**config.mk**
```make
export PLATFORM = sky130hd
export DESIGN_NAME = retx_backoff_timer
export DESIGN_NICKNAME = d
export VERILOG_FILES = /design/src/rtl/retx_backoff_timer.sv
export SDC_FILE = /design/constraint.sdc
export NUM_CORES = 1
export LEC_CHECK = 0
export BUFFER_PORTS_ARGS = -buffer_cell sky130_fd_sc_hd__buf_2
export CORE_UTILIZATION = 35
export DETAILED_ROUTE_END_ITERATION = 10
export HOLD_SLACK_MARGIN = 0.02
export SYNTH_ARGS = -nofsm -noshare
export SYNTH_HDL_FRONTEND = slang
export SYNTH_SLANG_ARGS = --single-unit
```
**constraint.sdc**
```tcl
create_clock -name CLK -period 7.4 [get_ports CLK]
set_input_delay 0.37 -clock CLK [delete_from_list [all_inputs] [get_ports CLK]]
set_output_delay 0.37 -clock CLK [all_outputs]
set_load 0.1 [all_outputs]
```
**src/rtl/retx_backoff_timer.sv**
```systemverilog
// retx_backoff_timer
// Retransmission timeout engine for the SiTCP TCP path. START arms a down-counter
// loaded with max(BASE_MS,1) << shift. The counter is decremented by the 1 ms tick
// from the interval-pulse generator. When it expires, the block pulses TIMEOUT and
// raises the backoff exponent, so the next interval is twice as long. After
// MAX_RETRY consecutive timeouts the block raises GIVEUP. ACK clears the backoff.
//
// Optional build macro: COARSE_TICK_EN
//   When defined, the block gains the TICK_100MS and COARSE ports. COARSE is latched
//   at each arm, and when latched high the 100 ms tick drives the count. When the
//   macro is undefined, only TICK_1MS is used.

module retx_backoff_timer #(
  parameter int CNT_W     = 24,
  parameter int MAX_SHIFT = 6,
  parameter int MAX_RETRY = 8
) (
  input  logic             CLK,
  input  logic             RST,
  input  logic             TICK_1MS,
`ifdef COARSE_TICK_EN
  input  logic             TICK_100MS,
  input  logic             COARSE,
`endif
  input  logic [15:0]      BASE_MS,
  input  logic             START,
  input  logic             STOP,
  input  logic             ACK,
  output logic             TIMEOUT,
  output logic             BUSY,
  output logic             GIVEUP,
  output logic [3:0]       RETRY_CNT,
  output logic [CNT_W-1:0] REMAIN
);

  // The shift register must hold the values 0..MAX_SHIFT.
  localparam int SHIFT_W = $clog2(MAX_SHIFT + 2);
  // The load is computed wide enough that the shift can never lose bits before the
  // saturation check.
  localparam int WIDE_W  = ((CNT_W > 16) ? CNT_W : 16) + MAX_SHIFT + 1;

  typedef enum logic {
    IDLE = 1'b0,
    RUN  = 1'b1
  } state_t;

  state_t             state, state_nxt;
  logic [CNT_W-1:0]   count, count_nxt;
  logic [SHIFT_W-1:0] shift, shift_nxt;
  logic [3:0]         retry, retry_nxt;
  logic               giveup, giveup_nxt;
  logic               timeout_q, timeout_nxt;
  logic               busy_q;
  logic               tick_sel;
`ifdef COARSE_TICK_EN
  logic               coarse_q, coarse_nxt;
`endif

  // A BASE_MS of zero behaves as one. The shifted value clamps to all-ones when it
  // does not fit in the counter.
  function automatic logic [CNT_W-1:0] calc_load(input logic [15:0]        base,
                                                 input logic [SHIFT_W-1:0] sh);
    logic [WIDE_W-1:0] wide;
    wide = WIDE_W'((base == 16'd0) ? 16'd1 : base) << sh;
    if (|wide[WIDE_W-1:CNT_W])
      calc_load = {CNT_W{1'b1}};
    else
      calc_load = wide[CNT_W-1:0];
  endfunction

`ifdef COARSE_TICK_EN
  assign tick_sel = coarse_q ? TICK_100MS : TICK_1MS;
`else
  assign tick_sel = TICK_1MS;
`endif

  // Next-state logic. The priority order is ACK > STOP > expiry > START. An
  // expiry is handled before START, so a START in the same cycle re-arms with the
  // shift value the expiry has just raised.
  always_comb begin
    state_nxt   = state;
    count_nxt   = count;
    shift_nxt   = shift;
    retry_nxt   = retry;
    giveup_nxt  = giveup;
    timeout_nxt = 1'b0;
`ifdef COARSE_TICK_EN
    coarse_nxt  = coarse_q;
`endif
    if (ACK) begin
      state_nxt  = IDLE;
      count_nxt  = '0;
      shift_nxt  = '0;
      retry_nxt  = 4'd0;
      giveup_nxt = 1'b0;
    end else if (STOP) begin
      if (state == RUN) begin
        state_nxt = IDLE;
        count_nxt = '0;
      end
    end else begin
      if (state == RUN && tick_sel) begin
        if (count > CNT_W'(1)) begin
          count_nxt = count - CNT_W'(1);
        end else if (count == CNT_W'(1)) begin
          state_nxt   = IDLE;
          count_nxt   = '0;
          timeout_nxt = 1'b1;
          if (retry != 4'd15)
            retry_nxt = retry + 4'd1;
          if (shift < SHIFT_W'(MAX_SHIFT))
            shift_nxt = shift + SHIFT_W'(1);
          if (retry_nxt == 4'(MAX_RETRY))
            giveup_nxt = 1'b1;
        end
      end
      if (START && !giveup_nxt) begin
        state_nxt = RUN;
        count_nxt = calc_load(BASE_MS, shift_nxt);
`ifdef COARSE_TICK_EN
        coarse_nxt = COARSE;
`endif
      end
    end
  end

  // State and output registers, with a synchronous reset that aborts any count in
  // progress without producing a TIMEOUT pulse.
  always_ff @(posedge CLK) begin
    if (RST) begin
      state     <= IDLE;
      count     <= '0;
      shift     <= '0;
      retry     <= 4'd0;
      giveup    <= 1'b0;
      timeout_q <= 1'b0;
      busy_q    <= 1'b0;
`ifdef COARSE_TICK_EN
      coarse_q  <= 1'b0;
`endif
    end else begin
      state     <= state_nxt;
      count     <= count_nxt;
      shift     <= shift_nxt;
      retry     <= retry_nxt;
      giveup    <= giveup_nxt;
      timeout_q <= timeout_nxt;
      busy_q    <= (state_nxt == RUN);
`ifdef COARSE_TICK_EN
      coarse_q  <= coarse_nxt;
`endif
    end
  end

  assign TIMEOUT   = timeout_q;
  assign BUSY      = busy_q;
  assign GIVEUP    = giveup;
  assign RETRY_CNT = retry;
  assign REMAIN    = count;

endmodule

```
; Yosys cells after proc, flatten, opt, wreduce, memory -nomap -nowiden
; Index checks and enable logic that the tools add are counted.
; Widths: inputs -> output; s select.
[classes]
n_eq_ne = 5
n_lt_le_gt_ge = 2
add_sub_neg = 3
div_mod_pow = 0
n_mux = 31
n_reduce_logical = 15
shifts = 1
bitwise = 3
mul = 0
[ops]
columns = cell, count
row1 = $mux 24, 7
row2 = $shl 16x3->31, 1
row3 = $eq 24x1->1 const B, 1
row4 = $gt 24x1->1 const B, 1
row5 = $mux 4, 6
row6 = $sub 24x1->24 const B, 1
row7 = $mux 3, 6
row8 = $logic_not 16->1, 1
row9 = $mux 16, 1
row10 = $mux 1, 11
row11 = $reduce_or 7->1, 1
row12 = $reduce_and 3->1, 2
row13 = $reduce_or 5->1, 1
row14 = $add 4x1->4 const B, 1
row15 = $eq 4x4->1 const B, 1
row16 = $ne 2x1->1 const B, 2
row17 = $ne 4x4->1 const B, 1
row18 = $reduce_and 4->1, 1
row19 = $reduce_bool 2->1, 2
row20 = $reduce_bool 4->1, 1
row21 = $add 3x1->3 const B, 1
row22 = $lt 3x3->1 const B, 1
row23 = $not 1->1, 3
row24 = $reduce_bool 3->1, 1
row25 = other kinds (4), 5
[totals]
mem_bits_rw = 0
rom_bits = 0
inputBits = 22
regBits = 34
latchBits = 0
mem_count = 0

; Logic depth before layout (Yosys ltp)
; Gate-level depths: netlist of run 1.
[depth]
word_depth = 18
depth_mapped = 12

; Least setup slack after synthesis of run 1
; Ideal clock, no wire load.
[synth_path]
path_kind = register -> register
start = register count[0], in the netlist REMAIN[0]
end = register count[15], in the netlist REMAIN[15]
required_time_ps = 7278
setup_slack_ps = 3792
t_arrival_ps = 3486
synth_period_minus_slack_ps = 3608
path_buffers = 1
stages_incl_launch_ff = 10
path_cell_list = dfxtp_1 ha_1 nor4b_1 nand4_1 o21ai_0 and2_4 buf_6 mux4_2 and3_1 a311o_1
[synth_between]
elab_chain_cells = 11
word_cells_on_any_way = 25
classes_between = add/sub: 1 / order compare: 1 / eq/ne: 1 / shift: 1 / mux: 15 / reduce/logical: 6
[synth_rtl]
columns = item, line
row1 = from (decl), 48  ; logic [CNT_W-1:0] count, count_nxt;
row2 = from (signal assigned), 143  ; count <= count_nxt;
row3 = branches (longest 11 deep; another with $gt 24x1->1), --
; Several ways; the timed one is not identified. The select of a mux whose other input is x is not followed.
; A chain may end at the register's enable or synchronous reset.

; Worst setup path after layout of run 1
[layout_path]
start = register count[16], in the netlist REMAIN[16]
end = register count[15], in the netlist REMAIN[15]
; Same word-level chain as after synthesis.

==> metrics.txt, run 1 <==
#FFs+latches synth 34; gpl congestion 0.9143; final period utilization between 50% and 60%; Critical Path End REMAIN[15]; Final #Nets 459; Worst Max-Slew Pin Slew 1238 ps; Sink Count 34; crit start category register; CTS Hold Bufs 0; maximum fanout along the worst path 15; TNS Setup 0 ps; Port Buffer Count 52; Met1 Wirelength approximately 4700 um; clk_skew around 4.4 ps; clock period minus worst slack 3758 ps; initial detailed-routing violation count 447; Mapped Nets 426; Synth cell types 72; die footprint 9122 um2; metal2 WL between 4000 and 5000 um; post-synthesis sequential area ratio about 22%; grt ovf 0; Ant. Diodes 0; r2r startpoint REMAIN[16]; CP required 7590 ps; setup ws final 3642 ps; Antenna Nets Post-Route 0; post-DP HPWL 7879 um; post-CTS sizing 0; root buf cell clkbuf_8; Initial DRT Pass Iterations 6; reg2reg setup slack 3640 ps; Post-synth EDFFs 0; DR vias about 3,500; commonest non-fill, non-tap cell in the layout buf_2; core area 8341 um2; Post-Syn Area roughly 3100 um2; Synth Flop Type dfxtp_1; most frequent cells in the layout buf_2, a21oi_1, dfxtp_1; final WL 10,790 um; Avg WL per Cell 20.03 um; Area Growth Syn to Fin 11.73%; Clock Latency Late Sink roughly 300 ps; leakage power total 1.401 nW; vias per cell 6.583; fraction of registers with async set/reset 0%; initial antenna violation count 0; Max VDD drop 0.05625 mV; post-CTS setup buffers 0; Num CTS Buffers 5; path depth of the worst reg2reg path 7; vias in the first global route about 3,200; DR WL met3 between 1000 and 1500 um; I/O Pins 53; Final Setup Violations 0; H-tree depth 2; share of layout cells above drive strength 1 20.51%; GRT Util Overall 24.04%; Highest Signal Layer met4; cell count after synthesis 400; Fillers 879; Reg clk slew, reported paths approximately 80 ps; Crit Path Category register to register; max-slew violations 0; Cell Pwr Density ~140 nW/um2; status complete, no violations; Crit. Startpoint REMAIN[16]; chip width between 90 and 100 um; r2r endpoint REMAIN[15]; RSZ-0062 raised after global routing no; worst min path class input port to register; Max Fclk approximately 270 MHz; hold depth 2; Initial Util about 37%; Mapped Avg Cell Area 7.651 um2; first-pass GRT wire length 16,770 um; endpoint type of the worst setup path register; Ys Warns 0; # rows 33; post-placement worst setup slack 3695 ps; DR DRC count 0; clock tree buffer depth 2; Die Height 95.51 um; Max-Cap Viols 0; CTS tree built; Worst slew margin 17.44%; Hold Fails Final Rpt 0; arrival time worst endpoint 3950 ps; pin count of the biggest net entering global routing 25
[critical path, cell delays in order, from the launching register on]
cell	delay [ps]
dfxtp_1	360
or4_4	590
or4_1	740
o31ai_2	640
a21oi_1	530
a21o_1	310
and3_1	170
a311o_1	310
[flip-flops by register name, summed over array words and instances (netlist names)]
signal	flops
BUSY	1
RETRY_CNT	4
GIVEUP	1
TIMEOUT	1
shift	3
REMAIN	24
[worst min-delay path by stage]
stage,start,endpoint,slack (ps)
after global routing,STOP,BUSY,510
final,STOP,BUSY,480
after floorplan,shift[0],shift[0],520
after CTS,STOP,BUSY,470
after detailed placement,GIVEUP,GIVEUP,510
after global placement,GIVEUP,GIVEUP,480
[power by group]
part | leakage (nW) | total, mW | internal [mW] | switching, mW
logic | 1.08 | 0.125 | 0.0384 | 0.0866
registers | 0.274 | 0.190 | 0.185 | 0.00457
clock network | 0.0472 | 0.155 | 0.0750 | 0.0802
total | 1.40 | 0.470 | 0.299 | 0.171
[routing by layer]
metal  up-vias  GRT usage [%]
met2       228          37.38
met4         0          9.328
li1       1638              -
met5         -              0
met3        27          4.306
met1      1655          32.76
[metrics by stage]
step	hold slack, ps	instances	power (mW)	util [%]	area, um2
2_1_floorplan	523.2	400	0.2838	-	3060
3_3_place_gp	484.4	531	0.3148	39.86	3324
3_5_place_dp	505.3	531	0.3152	39.86	3324
4_1_cts	472.3	539	0.4678	41.00	3420
5_1_grt	514.9	539	0.4884	41.00	3420
6_report	475.2	539	0.4699	41.00	3420
[kinds of logic (layout without fill, tap and decap cells)]
logic type	after synthesis	after routing	share of synthesized area, %
buffers and inverters	34	68	5.151
xor gates and xnor gates	6	6	1.717
AOI/OAI and AO/OA	141	141	32.34
muxes	14	14	6.787
and+or+nand+nor	167	167	30.13
DFF	34	34	22.24
adders and majority gates	4	4	1.635
[synth_stat cells, types with 7 or more instances]
library cell / n / area, um2
nor4_1: 10 / 62.56
nand3_1: 15 / 75.07
nand4_1: 7 / 43.79
o21ai_0: 23 / 115.1
nor3_1: 28 / 140.1
clkbuf_1: 15 / 56.30
inv_1: 8 / 30.03
a211o_1: 7 / 61.31
nor2_1: 26 / 97.59
o211ai_1: 12 / 90.09
nand2_1: 28 / 105.1
a31oi_1: 7 / 43.79
a21oi_1: 41 / 205.2
dfxtp_1: 34 / 680.7
or3_1: 8 / 50.05
[cell type report]
| cell class | instances | area, um2 | area share (%) |
|---|---|---|---|
| Inverter | 8 | 30.03 | 0.8782 |
| Clock inverter | 2 | 12.51 | 0.3659 |
| Tap cell | 105 | 131.4 | 3.842 |
| Multi-Input combinational cell | 332 | 2222 | 64.98 |
| Timing Repair Buffer | 52 | 260.3 | 7.611 |
| Sequential cell | 34 | 680.7 | 19.90 |
| Clock buffer | 6 | 82.58 | 2.415 |
Power figures use the tool's default switching activity.
==> run 2: changes to the inputs <==
--- a/config.mk
+++ b/config.mk
@@ -5,6 +5,7 @@
 export SDC_FILE = /design/constraint.sdc
 export NUM_CORES = 1
 export LEC_CHECK = 0
+export ABC_AREA = 1
 export BUFFER_PORTS_ARGS = -buffer_cell sky130_fd_sc_hd__buf_2
 export CORE_UTILIZATION = 35
 export DETAILED_ROUTE_END_ITERATION = 10
==> constraint.sdc (replaced) <==
create_clock -name CLK -period 3.1 [get_ports CLK]
set_input_delay 0.155 -clock CLK [delete_from_list [all_inputs] [get_ports CLK]]
set_output_delay 0.155 -clock CLK [all_outputs]
set_load 0.1 [all_outputs]
==> metrics.txt, run 2 <==
Antenna Nets Post-Route 0; post-CTS setup buffers 0; worst min path class input port to register; placed cell areas approximately 3500 um2; grt ovf 0; slowest stage delay, CP 420 ps; final period utilization between 80% and 90%; Ys Warns 0; I/O Pins 53; core area 8763 um2; final WL 9559 um; Post-Syn Area 3171 um2; Synth cell types 43; Final #Nets 539; switching share of power 41.09%; CTS Hold Bufs 0; Switch Pwr 692.4 uW; clock period minus worst slack 2533 ps; fraction of registers with async set/reset 0%; Worst Max-Slew Pin Slew 672.7 ps; post-DP HPWL 7429 um; post-CTS sizing 0; initial antenna violation count 0; arrival time worst endpoint ~2800 ps; Post-synth top cells nand2_1, nand3_1, dfxtp_1, nor2_1, inv_1; gpl congestion 0.9497; maximum fanout along the worst path 14; Worst slew margin 54.99%; Initial DRT Pass Iterations 7; vias in the first global route 3,176; total power between 1.5 and 2 mW; leakage power total roughly 1.6 nW; # rows 34; Max VDD drop 0.2061 mV; combinational share of power about two fifths; share of layout cells above drive strength 1 27.24%; Synth Flop Type dfxtp_1; TNS Setup 0 ps; post-synth top area share 21.47%; Synth area leaders dfxtp_1, nand3_1, nand2_1, nand3_2, nor2_1; Avg WL per Cell around 15 um; H-tree depth 2; CP delay by family, top compound AO/OA/AOI/OAI gates; Crit Path Category register to register; DR vias around 3,400; chip width 97.18 um; Cell Pwr Density 468.5 nW/um2; #FFs+latches synth 34; Yosys top cell by area dfxtp_1; CP cell instances ha_1 > nand3_2 > o21ai_1 > nand4_1 > o21bai_4 > nand2_4 > inv_2 > o21ai_0 > nand3_1 > nand2_1 > a21oi_1; post-synthesis sequential area ratio 21.47%; setup ws final 567.5 ps; clock tree buffer depth 2; endpoint type of the worst setup path register; Reg clk slew, reported paths 80 ps; Mapped Avg Cell Area 6.804 um2; worst path bufs/invs 1; first-pass GRT wire length around 16,000 um; most frequent cell after synthesis nand2_1; post-placement worst setup slack 569.7 ps; placed insts 614; Hold Fails Final Rpt 0; sequential share of power 28.4%; CTS tree built; die footprint 9443 um2; cell count after synthesis 466; Clock Latency Late Sink 290 ps; Mapped Nets between 400 and 500; CP required 3330 ps; max reg flops 24; max-slew violations 0; Die Height 97.18 um; design area ~3600 um2; root buf cell clkbuf_8; Max Fclk approximately 400 MHz; DR DRC count 0; Initial Util 36.18%; status complete, no violations; Num CTS Buffers 5; initial detailed-routing violation count between 200 and 250; Ant. Diodes 0; GRT Util Overall 20.62%; crit path max-delay cell type dfxtp_1; Clk pwr share 30.6%; Max-Cap Viols 0; Final Setup Violations 0; Cell Int Power 992.7 uW; Post-synth EDFFs 0; Sink Count 34; vias per cell 5.404; Port Buffer Count 52; commonest non-fill, non-tap cell in the layout nand2_1; crit start category register; most frequent cells in the layout nand2_1, nand3_1, buf_2; post-route non-filler standard cell count roughly 620; RSZ-0062 raised after global routing no; pin count of the biggest net entering global routing 23; Area Growth Syn to Fin 13.46%; clk_skew ~6.1 ps
[run 2: through the flow]
stage | util (%) | hold slack (ps)
after floorplan | - | 288.3
after global placement | 39.48 | 460.1
after detailed placement | 39.48 | 472.1
after CTS | 41.05 | 176.2
after global routing | 41.05 | 201.6
final | 41.05 | 186.9
[run 2: cells by family (layout without fill, tap and decap cells)]
logic type / count (synthesis) / after routing / synth area share (%)
adder cells (fa/ha/maj): 4 / 4 / 1.579
AO/OA/AOI/OAI: 52 / 52 / 11.05
buffers and inverters: 47 / 95 / 7.616
AND/OR/NAND/NOR: 309 / 309 / 52.76
flip-flops: 34 / 34 / 21.47
XOR/XNOR: 20 / 20 / 5.525
[run 2: layout make-up]
type                            instances  area [um2]
Clock inverter                          3       68.82
Clock buffer                            5       68.82
Fill cell                             967        5166
Tap cell                              108       135.1
Inverter                               34       127.6
Timing Repair Buffer                   53       267.8
Multi-Input combinational cell        385        2248
Sequential cell                        34       680.7
[run 2: routing by layer]
| layer | wire (um) | up-vias | GRT usage (%) |
|---|---|---|---|
| met3 | 550 | 16 | 3.741 |
| met2 | 4454 | 116 | 34.24 |
| met5 | 0 | - | 0 |
| li1 | - | 1675 | - |
| met1 | 4328 | 1554 | 26.77 |
| met4 | 225 | 0 | 6.889 |
[run 2: final timing paths]
kind | start | to | slack, ps | cells after the start
setup / recovery | RETRY_CNT[0] | REMAIN[4] | 570 | 11
setup reg to reg | RETRY_CNT[0] | REMAIN[4] | 570 | 11
hold reg to reg | GIVEUP | GIVEUP | 480 | 2
hold / removal | STOP | shift[0] | 190 | 3
[run 2: power groups by stage]
stage / logic (mW) / registers [mW] / clock network, mW
floorplan: 0.477 / 0.585 / 0
global placement: 0.687 / 0.488 / 0
detailed placement: 0.688 / 0.488 / 0
CTS: 0.691 / 0.478 / 0.525
global route: 0.759 / 0.482 / 0.538
finish: 0.690 / 0.479 / 0.516
[run 2: worst reg2reg max path, delay by kind of cell, from the launching register on]
family	cells	cell delay, ps
AOI/OAI and AO/OA	4	840
and+or+nand+nor	5	690
DFF	1	420
buffers and inverters	1	270
adders and majority gates	1	240
==> run 3: changes to the inputs <==
==> constraint.sdc (replaced) <==
create_clock -name CLK -period 2.6 [get_ports CLK]
set_input_delay 0.13 -clock CLK [delete_from_list [all_inputs] [get_ports CLK]]
set_output_delay 0.13 -clock CLK [all_outputs]
set_load 0.1 [all_outputs]
==> metrics.txt, run 3 (synthesis results as in run 2) <==
status complete, no violations; r2r startpoint REMAIN[0]; Reg clk slew, reported paths 80 ps; Highest Signal Layer met4; commonest non-fill, non-tap cell in the layout nand2_1; Worst slew margin 67.68%; RSZ-0062 raised after global routing no; initial antenna violation count 0; CP required 2770 ps; Hold Slack between 150 and 200 ps; arrival time worst endpoint 2580 ps; I/O Pins 53; root buf cell clkbuf_8; max-slew violations 0; Hold Fails Final Rpt 0; endpoint type of the worst setup path register; TNS Setup 0 ps; share of layout cells above drive strength 1 29.77%; max reg flops 24; Antenna Nets Post-Route 0; chip width 97.18 um; final period utilization 92.84%; gpl congestion 0.8992; Final Setup Violations 0; post-CTS setup buffers 0; Die Height 97.18 um; Avg WL per Cell 15.40 um; Fillers 944; crit start category register; reg2reg setup slack 190 ps; Hold Startpoint STOP; post-CTS sizing 0; grt ovf 0; Multi-input gate area 2258 um2; metal2 WL 4526 um; r2r endpoint REMAIN[6]; Area Growth Syn to Fin 15.94%; core area around 9000 um2; Crit Path Category register to register; crit path max-delay cell type dfxtp_2; Max Fclk 414.3 MHz; CTS Hold Bufs 0; Worst Max-Slew Pin Slew 480.4 ps; clock tree buffer depth 2; most frequent cells in the layout nand2_1, nand3_1, buf_2; DR vias 3,423; DR DRC count 0; GRT Util Overall 21.04%; DR WL met3 590 um; vias in the first global route 3,308; Num CTS Buffers 5; Sink Count 34; CP dominant cell by count nand2_1; die footprint 9443 um2; CTS tree built; slowest stage delay, CP 350 ps; Initial DRT Pass Iterations 4; Final #Nets between 500 and 600; first-pass GRT wire length between 15,000 and 20,000 um; worst min path class input port to register; H-tree depth 2; vias per cell between 5 and 6; clock period minus worst slack between 2000 and 2500 ps; Max VDD drop between 0.2 and 0.3 mV; leakage power total between 1.5 and 2 nW; # rows 34; Clock Latency Late Sink 290 ps; FF+latch area 689.4 um2; initial detailed-routing violation count 222; Hold Path End shift[1]; path depth of the worst reg2reg path 15; post-DP HPWL 7504 um; hold depth 3; Max-Cap Viols 0; CP cell instances inv_1 > ha_1 > nand2_1 > nor2_2 > nand2_1 > nor2_1 > nand2_1 > nor2_4 > nand3_1 > nand2_1 > nand3_4 > nand2_1 > inv_2 > nand2_1 > a21oi_1; Ant. Diodes 0; Initial Util 36.18%; maximum fanout along the worst path 18; Met1 Wirelength 4405 um; pin count of the biggest net entering global routing 21; final WL 9731 um; Cell Pwr Density between 500 and 600 nW/um2; clk_skew roughly 7.3 ps; Port Buffer Count 52
-- run 3: area by class of cell --
cell class | count | area share [%]
Clock buffer | 6 | 1.974
Clock inverter | 2 | 1.021
Inverter | 34 | 3.472
Multi-Input combinational cell | 385 | 61.44
Sequential cell | 34 | 18.75
Tap cell | 108 | 3.676
Timing Repair Buffer | 63 | 9.666
-- run 3: routing by layer --
metal | up-vias | track usage, %
li1 | 1683 | -
met1 | 1595 | 28.23
met2 | 124 | 34.72
met3 | 21 | 2.806
met4 | 0 | 6.774
met5 | - | 0
-- run 3: worst max path at each step --
stage / slack (ps) / startpoint / endpoint
floorplan: 90 / RETRY_CNT[0] / REMAIN[5]
global placement: 160 / REMAIN[0] / REMAIN[11]
detailed placement: 110 / REMAIN[0] / REMAIN[10]
CTS: 80 / REMAIN[0] / REMAIN[10]
global route: 8 / REMAIN[0] / REMAIN[2]
finish: 190 / REMAIN[0] / REMAIN[6]
-- run 3: worst max-delay path: cells and delay by family, from the launching register on --
family | cells | cell delay [ps]
and+or+nand+nor | 11 | 1440
adders and majority gates | 1 | 190
AOI/OAI and AO/OA | 1 | 60
buffers and inverters | 2 | 240
DFF | 1 | 350
-- run 3: power breakdown --
group / internal [mW] / switching [mW] / leakage, nW
clock network: 0.286 / 0.225 / 0.0514
logic: 0.281 / 0.589 / 1.35
registers: 0.539 / 0.0271 / 0.279
total: 1.11 / 0.840 / 1.68
-- run 3: per-stage QoR --
step / worst slack (ps) / total power [mW] / cell area, um2 / utilization, % / instances
6_report: 186.3 / 1.947 / 3676 / 41.95 / 632
5_1_grt: 8.308 / 2.068 / 3676 / 41.95 / 632
4_1_cts: 78.93 / 1.952 / 3666 / 41.83 / 632
3_5_place_dp: 109.1 / 1.434 / 3556 / 40.58 / 624
3_3_place_gp: 163.4 / 1.432 / 3556 / 40.58 / 624
2_1_floorplan: 86.63 / 1.267 / 3179 / - / 466
